$ cat src/rtl/sl_pkg.sv
// Shared constants for the SL-line transmitter: line codes, one-hot state
// indices and a bit encoder used by the transmit FSM.
package sl_pkg;

  typedef logic [1:0] sl_code_t;

  // Line codes, ordered {SL0,SL1}
  localparam sl_code_t SL_IDLE = 2'b11;
  localparam sl_code_t SL_ONE  = 2'b10;
  localparam sl_code_t SL_ZERO = 2'b01;
  localparam sl_code_t SL_STOP = 2'b00;

  // Bit positions of the one-hot state vector
  localparam int IDLE   = 0;
  localparam int LOAD   = 1;
  localparam int DATA   = 2;
  localparam int GAP    = 3;
  localparam int PARITY = 4;
  localparam int STOP   = 5;
  localparam int END    = 6;
  localparam int NSTATE = 7;

  localparam logic [NSTATE-1:0] S_IDLE   = 7'b0000001;
  localparam logic [NSTATE-1:0] S_LOAD   = 7'b0000010;
  localparam logic [NSTATE-1:0] S_DATA   = 7'b0000100;
  localparam logic [NSTATE-1:0] S_GAP    = 7'b0001000;
  localparam logic [NSTATE-1:0] S_PARITY = 7'b0010000;
  localparam logic [NSTATE-1:0] S_STOP   = 7'b0100000;
  localparam logic [NSTATE-1:0] S_END    = 7'b1000000;

  // Data and parity bits share the same line encoding
  function automatic sl_code_t sl_encode_bit(input logic b);
    return b ? SL_ONE : SL_ZERO;
  endfunction

endpackage

$ cat src/rtl/sl_tx_fifo.sv
// Word queue in front of the SL transmitter. Pointers carry an extra MSB so
// full and empty are told apart without a separate counter. All status
// outputs are registered.
module sl_tx_fifo #(
  parameter int DATA_W = 32,
  parameter int DEPTH  = 4
) (
  input  logic                     clk,
  input  logic                     rst_n,
  input  logic                     push_i,
  input  logic                     pop_i,
  input  logic                     flush_i,
  input  logic [DATA_W-1:0]        wdata_i,
  output logic [DATA_W-1:0]        rdata_o,
  output logic                     full_o,
  output logic                     empty_o,
  output logic [$clog2(DEPTH):0]   level_o,
  output logic                     overflow_o
);
  import sl_pkg::*;

  localparam int AW = $clog2(DEPTH);

  logic [AW:0]       wptr_q, wptr_d;
  logic [AW:0]       rptr_q, rptr_d;
  logic [AW:0]       level_q, level_d;
  logic              full_q, full_d;
  logic              empty_q, empty_d;
  logic              ovf_q, ovf_d;
  logic [DATA_W-1:0] mem_q [DEPTH];
  logic              do_push;
  logic              do_pop;

  // A pop frees a slot in the same cycle, so a push at full still fits;
  // flush wins over a push and silently drops it.
  assign do_pop  = pop_i && !empty_q;
  assign do_push = push_i && !flush_i && (!full_q || do_pop);

  // Next pointer values and the status they imply
  always_comb begin
    wptr_d = wptr_q;
    rptr_d = rptr_q;
    if (flush_i) begin
      wptr_d = '0;
      rptr_d = '0;
    end else begin
      if (do_push) wptr_d = wptr_q + 1'b1;
      if (do_pop)  rptr_d = rptr_q + 1'b1;
    end
    level_d = wptr_d - rptr_d;
    empty_d = (wptr_d == rptr_d);
    full_d  = (wptr_d[AW] != rptr_d[AW]) && (wptr_d[AW-1:0] == rptr_d[AW-1:0]);
    ovf_d   = push_i && !flush_i && full_q && !do_pop;
  end

  // Pointer and status registers
  always_ff @(posedge clk or negedge rst_n) begin
    if (!rst_n) begin
      wptr_q  <= '0;
      rptr_q  <= '0;
      level_q <= '0;
      full_q  <= 1'b0;
      empty_q <= 1'b1;
      ovf_q   <= 1'b0;
    end else begin
      wptr_q  <= wptr_d;
      rptr_q  <= rptr_d;
      level_q <= level_d;
      full_q  <= full_d;
      empty_q <= empty_d;
      ovf_q   <= ovf_d;
    end
  end

  // Storage array; contents need no reset since the pointers gate all reads
  always_ff @(posedge clk) begin
    if (do_push) mem_q[wptr_q[AW-1:0]] <= wdata_i;
  end

  assign rdata_o    = mem_q[rptr_q[AW-1:0]];
  assign full_o     = full_q;
  assign empty_o    = empty_q;
  assign level_o    = level_q;
  assign overflow_o = ovf_q;

endmodule

$ cat src/rtl/sl_tx_buffered.sv
// Buffered SL-line transmitter: queues words in sl_tx_fifo and serialises
// each one as LSB-first data bits, a parity bit and a stop sequence, with
// every phase lasting cfg_div+1 clocks.
//
// state  | meaning
// -------+---------------------------------------------------------------
// IDLE   | line 11, idle guard counting down, waiting for a queued word
// LOAD   | pop FIFO head, latch data, length, parity mode and phase length
// DATA   | drive current data bit (10 = one, 01 = zero)
// GAP    | line 11 between bits
// PARITY | drive parity bit, encoded like a data bit
// STOP   | line 00
// END    | line 11, word completes at the end of this phase
module sl_tx_buffered #(
  parameter int DATA_W     = 32,
  parameter int DEPTH      = 4,
  parameter int DIV_W      = 8,
  parameter int GAP_PHASES = 2
) (
  input  logic                   clk,
  input  logic                   rst_n,
  output logic                   SL0,
  output logic                   SL1,
  input  logic [DATA_W-1:0]      wr_data,
  input  logic                   wr_en,
  output logic                   full,
  output logic [$clog2(DEPTH):0] level,
  output logic                   overflow,
  input  logic                   flush,
  input  logic                   enable,
  input  logic [5:0]             cfg_len,
  input  logic                   cfg_odd,
  input  logic [DIV_W-1:0]       cfg_div,
  output logic                   busy,
  output logic                   word_done
);
  import sl_pkg::*;

  localparam int NW = $clog2(DATA_W + 1);
  // Wide enough to hold GAP_PHASES * 2^DIV_W
  localparam int GW = DIV_W + $clog2(GAP_PHASES + 1);

  logic [NSTATE-1:0] state_q, state_d;
  logic [DATA_W-1:0] sh_q, sh_d;
  logic [NW-1:0]     n_q, n_d;
  logic [NW-1:0]     bitcnt_q, bitcnt_d;
  logic              odd_q, odd_d;
  logic              par_q, par_d;
  logic              par_sent_q, par_sent_d;
  logic [DIV_W-1:0]  div_q, div_d;
  logic [DIV_W-1:0]  phase_q, phase_d;
  logic [GW-1:0]     guard_q, guard_d;
  sl_code_t          sl_q, sl_d;
  logic              busy_q, busy_d;
  logic              done_q, done_d;

  logic              fifo_pop;
  logic              fifo_empty;
  logic [DATA_W-1:0] fifo_rdata;
  logic              phase_end;
  logic [NW-1:0]     len_eff;
  logic [GW-1:0]     guard_load;

  sl_tx_fifo #(
    .DATA_W (DATA_W),
    .DEPTH  (DEPTH)
  ) u_fifo (
    .clk        (clk),
    .rst_n      (rst_n),
    .push_i     (wr_en),
    .pop_i      (fifo_pop),
    .flush_i    (flush),
    .wdata_i    (wr_data),
    .rdata_o    (fifo_rdata),
    .full_o     (full),
    .empty_o    (fifo_empty),
    .level_o    (level),
    .overflow_o (overflow)
  );

  assign phase_end  = (phase_q == div_q);
  assign guard_load = GW'(GAP_PHASES) * (GW'(div_q) + GW'(1));

  // Out-of-range lengths fall back to the full word width
  always_comb begin
    if (cfg_len == 6'd0 || int'(cfg_len) > DATA_W) len_eff = NW'(DATA_W);
    else                                           len_eff = NW'(cfg_len);
  end

  // State transitions; LOAD is the only state that pops the queue
  always_comb begin
    state_d  = state_q;
    fifo_pop = 1'b0;
    if (state_q[IDLE]) begin
      if (enable && !fifo_empty && guard_q == '0) state_d = S_LOAD;
    end else if (state_q[LOAD]) begin
      fifo_pop = 1'b1;
      state_d  = S_DATA;
    end else if (state_q[DATA]) begin
      if (phase_end) state_d = S_GAP;
    end else if (state_q[GAP]) begin
      if (phase_end) begin
        if (bitcnt_q < n_q)   state_d = S_DATA;
        else if (!par_sent_q) state_d = S_PARITY;
        else                  state_d = S_STOP;
      end
    end else if (state_q[PARITY]) begin
      if (phase_end) state_d = S_GAP;
    end else if (state_q[STOP]) begin
      if (phase_end) state_d = S_END;
    end else if (state_q[END]) begin
      if (phase_end) state_d = S_IDLE;
    end else begin
      state_d = S_IDLE;
    end
  end

  // Word datapath: latched config, shift register, bit counter, parity
  // accumulator, phase counter and post-word idle guard
  always_comb begin
    sh_d       = sh_q;
    n_d        = n_q;
    odd_d      = odd_q;
    div_d      = div_q;
    bitcnt_d   = bitcnt_q;
    par_d      = par_q;
    par_sent_d = par_sent_q;
    guard_d    = guard_q;

    if (state_q[LOAD]) begin
      sh_d       = fifo_rdata;
      n_d        = len_eff;
      odd_d      = cfg_odd;
      div_d      = cfg_div;
      bitcnt_d   = '0;
      par_d      = 1'b0;
      par_sent_d = 1'b0;
    end

    // Advance to the next bit only once the bit's phase has been sent
    if (state_q[DATA] && phase_end) begin
      sh_d     = sh_q >> 1;
      bitcnt_d = bitcnt_q + 1'b1;
      par_d    = par_q ^ sh_q[0];
    end

    if (state_q[PARITY]) par_sent_d = 1'b1;

    if (state_q[IDLE] || state_q[LOAD] || phase_end) phase_d = '0;
    else                                             phase_d = phase_q + 1'b1;

    if (state_q[END] && phase_end)              guard_d = guard_load;
    else if (state_q[IDLE] && guard_q != '0)    guard_d = guard_q - 1'b1;
  end

  // Output values follow the state being entered so the line is registered
  always_comb begin
    busy_d = |(state_d & (S_DATA | S_GAP | S_PARITY | S_STOP | S_END));
    done_d = state_q[END] && phase_end;
    if (state_d[DATA])        sl_d = sl_encode_bit(sh_d[0]);
    else if (state_d[PARITY]) sl_d = sl_encode_bit(par_q ^ odd_q);
    else if (state_d[STOP])   sl_d = SL_STOP;
    else                      sl_d = SL_IDLE;
  end

  // All FSM, datapath and output registers
  always_ff @(posedge clk or negedge rst_n) begin
    if (!rst_n) begin
      state_q    <= S_IDLE;
      sh_q       <= '0;
      n_q        <= '0;
      odd_q      <= 1'b0;
      div_q      <= '0;
      bitcnt_q   <= '0;
      par_q      <= 1'b0;
      par_sent_q <= 1'b0;
      phase_q    <= '0;
      guard_q    <= '0;
      sl_q       <= SL_IDLE;
      busy_q     <= 1'b0;
      done_q     <= 1'b0;
    end else begin
      state_q    <= state_d;
      sh_q       <= sh_d;
      n_q        <= n_d;
      odd_q      <= odd_d;
      div_q      <= div_d;
      bitcnt_q   <= bitcnt_d;
      par_q      <= par_d;
      par_sent_q <= par_sent_d;
      phase_q    <= phase_d;
      guard_q    <= guard_d;
      sl_q       <= sl_d;
      busy_q     <= busy_d;
      done_q     <= done_d;
    end
  end

  assign SL0       = sl_q[1];
  assign SL1       = sl_q[0];
  assign busy      = busy_q;
  assign word_done = done_q;

endmodule
$ cat config.mk
export PLATFORM = sky130hd
export DESIGN_NAME = sl_tx_buffered
export DESIGN_NICKNAME = d
export VERILOG_FILES = /design/src/rtl/sl_pkg.sv /design/src/rtl/sl_tx_fifo.sv /design/src/rtl/sl_tx_buffered.sv
export SDC_FILE = /design/constraint.sdc
export NUM_CORES = 1
export LEC_CHECK = 0
export CORE_MARGIN = 2
export CORE_UTILIZATION = 40
export DETAILED_ROUTE_END_ITERATION = 6
export GPL_ROUTABILITY_DRIVEN = 0
export PLACE_DENSITY = 0.69
export SLEW_MARGIN = 25
export SYNTH_ARGS = -nofsm -noshare
export SYNTH_HDL_FRONTEND = slang
export SYNTH_SLANG_ARGS = --single-unit
export TNS_END_PERCENT = 30
$ cat constraint.sdc
create_clock -name clk -period 3.7 [get_ports clk]
set_input_delay 0.925 -clock clk [delete_from_list [all_inputs] [get_ports clk]]
set_output_delay 0.925 -clock clk [all_outputs]
set_load 0.01 [all_outputs]
==> results.md <==
- CTS Buf Count: 24
- Initial Util: 40.9%
- Worst Hold Class: flip-flop to flip-flop
- Synth Area per Inst: 14.9 sq um
- Layout fillers: 1927
- Slowest stage cell on the critical path: or4b_1
- Layout cell share with drive strength beyond 1: 15.7%
- Synth Flop Type: edfxtp_1
- Commonest cells in the synthesized netlist: 128 x edfxtp_1, 92 x dfrtp_1, 54 x nand2_1
- Final setup violation count: 0
- Tcrit/Tclk final: 77.9%
- DRC errors left: 0
- Final Skew: 18.9 ps
- Cell-internal power: 5.24 mW
- Post-synth EDFFs: 128
- Syn Inst Count: 626
- Actual slew at the worst max-slew pin: 848 ps
- Tmin final: 2880 ps
- Asr flop ratio synth: 42.9%
- Final Power: 7.25 mW
- Grt ovf: 0
- Worst EP required: 4070 ps
- PostCTS Resize Cnt: 0
- Switch Pwr: 2.01 mW
- First-pass GRT wire length: 28300 microns
- Outcome: finished, final reports clean
- Pin count of the biggest net entering global routing: 63
- Max Slew Vio Count: 0
- Hold-critical path endpoint: sh_q[2]$_DFFE_PN0P_
- Number of global-route vias before repair: 5568
- Hold Buf Count CTS: 0
- Synth Register Bits: 224
- Die Area: 24500 sq um
- Hold path depth: 2
- Initial antenna violation count: 1
- DRT iter0 DRCs: 261
- Setup TNS: 0 ps
- Avg Vias per Cell: 5.12
- CP Launch Type: flip-flop
- Core Area: 22800 sq um
- IO Count: 61
- Syn nets: 695
- RR Endpoint: busy$_DFF_PN0_
- Clk buf depth: 3
- Router iterations before antenna repair: 4
- Htree depth: 1
- CP peak stage delay: 540 ps
- Max VDD drop: 398 uV
- Root Buffer: clkbuf_16
- GRT Overall Usage: 14.5%
- Clk pwr share: 32.8%
- CP arrival: 3250 ps
- Pwr Density: 653 nW/um^2
- RR Startpoint: guard_q[0]$_DFFE_PN0P_
- Share of the synthesized area in the top cell type: 41.3%
- Clock slew at reported path FFs: 60 ps
- Antenna Nets Post-Route: 0
- Hold path start: sh_q[3]$_DFFE_PN0P_
- Num Clock Sinks: 224
- Crit-path cells: inv_1 > ha_1 > or4b_1 > nor4_4 > or2b_2 > o21ai_2 > a22o_4 > a221o_1 > or4_4
- Logic pwr share: 20.8%
- Sequential fraction of the synthesis area: 67.1%
- Post-synthesis cell type count: 47
- Num rows: 55
- Crit end category: flip-flop
- Largest cells by area after synthesis: edfxtp_1 41%, dfrtp_1 25%, mux4_2 7.7%, mux2i_1 3.7%, o21ai_0 2.6%
- Die Wd: 157 microns
- LEAKAGE: 4.16 nW
- Worst-path fanout max: 5
- Switching part of the total: 27.7%
- Syn-to-layout area delta: 19.2%
- Die Ht: 157 microns
- DR WL/cell: 16.7 microns
- Synthesized area: 9310 sq um
- WS Path Type: flip-flop to flip-flop
- CTS tree: yes
- Slew Limit Headroom: 43.5%
- Syn. warnings: 0
- Port Buffers: 60
- R2R Setup Slk: 820 ps
- Detailed-route via count: 5265
- Worst skew pair latency: 510 ps
- Total Routed Length: 17200 microns
- Final Hold Viols: 0
- RSZ-0062 raised after global routing: false
- Post-CTS setup buffer count: 0
- Worst reg2reg path depth: 9
- Cell with the most instances after synthesis: edfxtp_1
- Area leader, netlist: edfxtp_1
- Number of max-cap violations: 0
- Fmax: 347 MHz
- Final net count: 766
- Sequential share of power: 46.4%
- HPWL Detailed: 10900 microns
-- placed cells by master (no fill, tap or decap), drive strengths merged, types with 5 or more instances in the layout --
master	instances
edfxtp	128
dfrtp	92
clkdlybuf4s50	59
nand2	54
o21ai	49
nor2	35
mux2i	34
mux4	32
clkbuf	32
inv	22
xor2	20
xnor2	16
ha	16
nand3	13
buf	12
a21oi	11
mux2	9
clkinv	9
and3	7
and2	6
nor3	5
nor4	5
-- critical path: cells and delay by family (launching register included) --
kind,cells,cell delay (ps)
flops,1,400
simple gates,4,1430
buf+inv,1,90
fa+ha+maj,1,160
compound gates,3,680
-- area by class of cell --
type	count	area, sq um	area share [%]
multi-input combinational	354	2880	25.9
clock inverter	12	128	1.15
inverter	22	82.6	0.744
sequential	224	6250	56.3
tap	313	392	3.53
antenna	1	2.50	0.0225
timing repair buffer	71	681	6.13
clock buffer	32	681	6.13
-- metal layers --
| metal | part of all wire (%) | global-route usage [%] |
|---|---|---|
| met1 | 44 | 18.3 |
| met5 | 0 | 0 |
| met4 | 1.5 | 2.84 |
| met2 | 51 | 25.9 |
| met3 | 4.0 | 2.94 |
-- stage by stage --
step	cells	setup WS, ps	hold slack, ps	utilization [%]	area (sq um)
CTS	1028	828	479	48.7	11100
detailed placement	984	474	475	45.2	10300
finish	1029	817	477	48.7	11100
global placement	984	515	463	45.2	10300
global route	1028	658	508	48.7	11100
floorplan	626	775	447	-	9310
-- how the worst max path moves through the flow --
stage / startpoint / to / slack, ps
after floorplan: flush / u_fifo.level_o[2]$_DFF_PN0_ / 770
after CTS: guard_q[0]$_DFFE_PN0P_ / busy$_DFF_PN0_ / 830
after detailed placement: enable / busy$_DFF_PN0_ / 470
after global placement: enable / busy$_DFF_PN0_ / 520
final: guard_q[0]$_DFFE_PN0P_ / busy$_DFF_PN0_ / 820
after global routing: guard_q[0]$_DFFE_PN0P_ / busy$_DFF_PN0_ / 660
-- power groups by stage --
| stage | clock network [mW] | registers [mW] | logic [mW] |
|---|---|---|---|
| final | 2.38 | 3.36 | 1.51 |
| after global placement | 0 | 3.39 | 1.45 |
| after CTS | 2.43 | 3.36 | 1.53 |
| after detailed placement | 0 | 3.40 | 1.52 |
| after global routing | 2.54 | 3.41 | 1.69 |
| after floorplan | 0 | 3.31 | 1.15 |
-- kinds of logic after synthesis --
group	after synthesis	synth area share (%)
compound gates	81	5.13
xor+xnor	36	3.39
fa+ha+maj	17	2.37
buf+inv	48	1.95
flops	224	67.1
mux	75	12.5
simple gates	145	7.54
-- flip-flops by register name, summed over array words and instances (netlist names), 2 cells and up --
name / cells
u_fifo.mem_q: 128
sh_q: 32
guard_q: 10
div_q: 8
phase_q: 8
state_q: 7
bitcnt_q: 6
n_q: 6
u_fifo.level_o: 3
u_fifo.rptr_q: 3
u_fifo.wptr_q: 3
sl_q: 2
No activity file was read; power rests on OpenSTA's default activity.
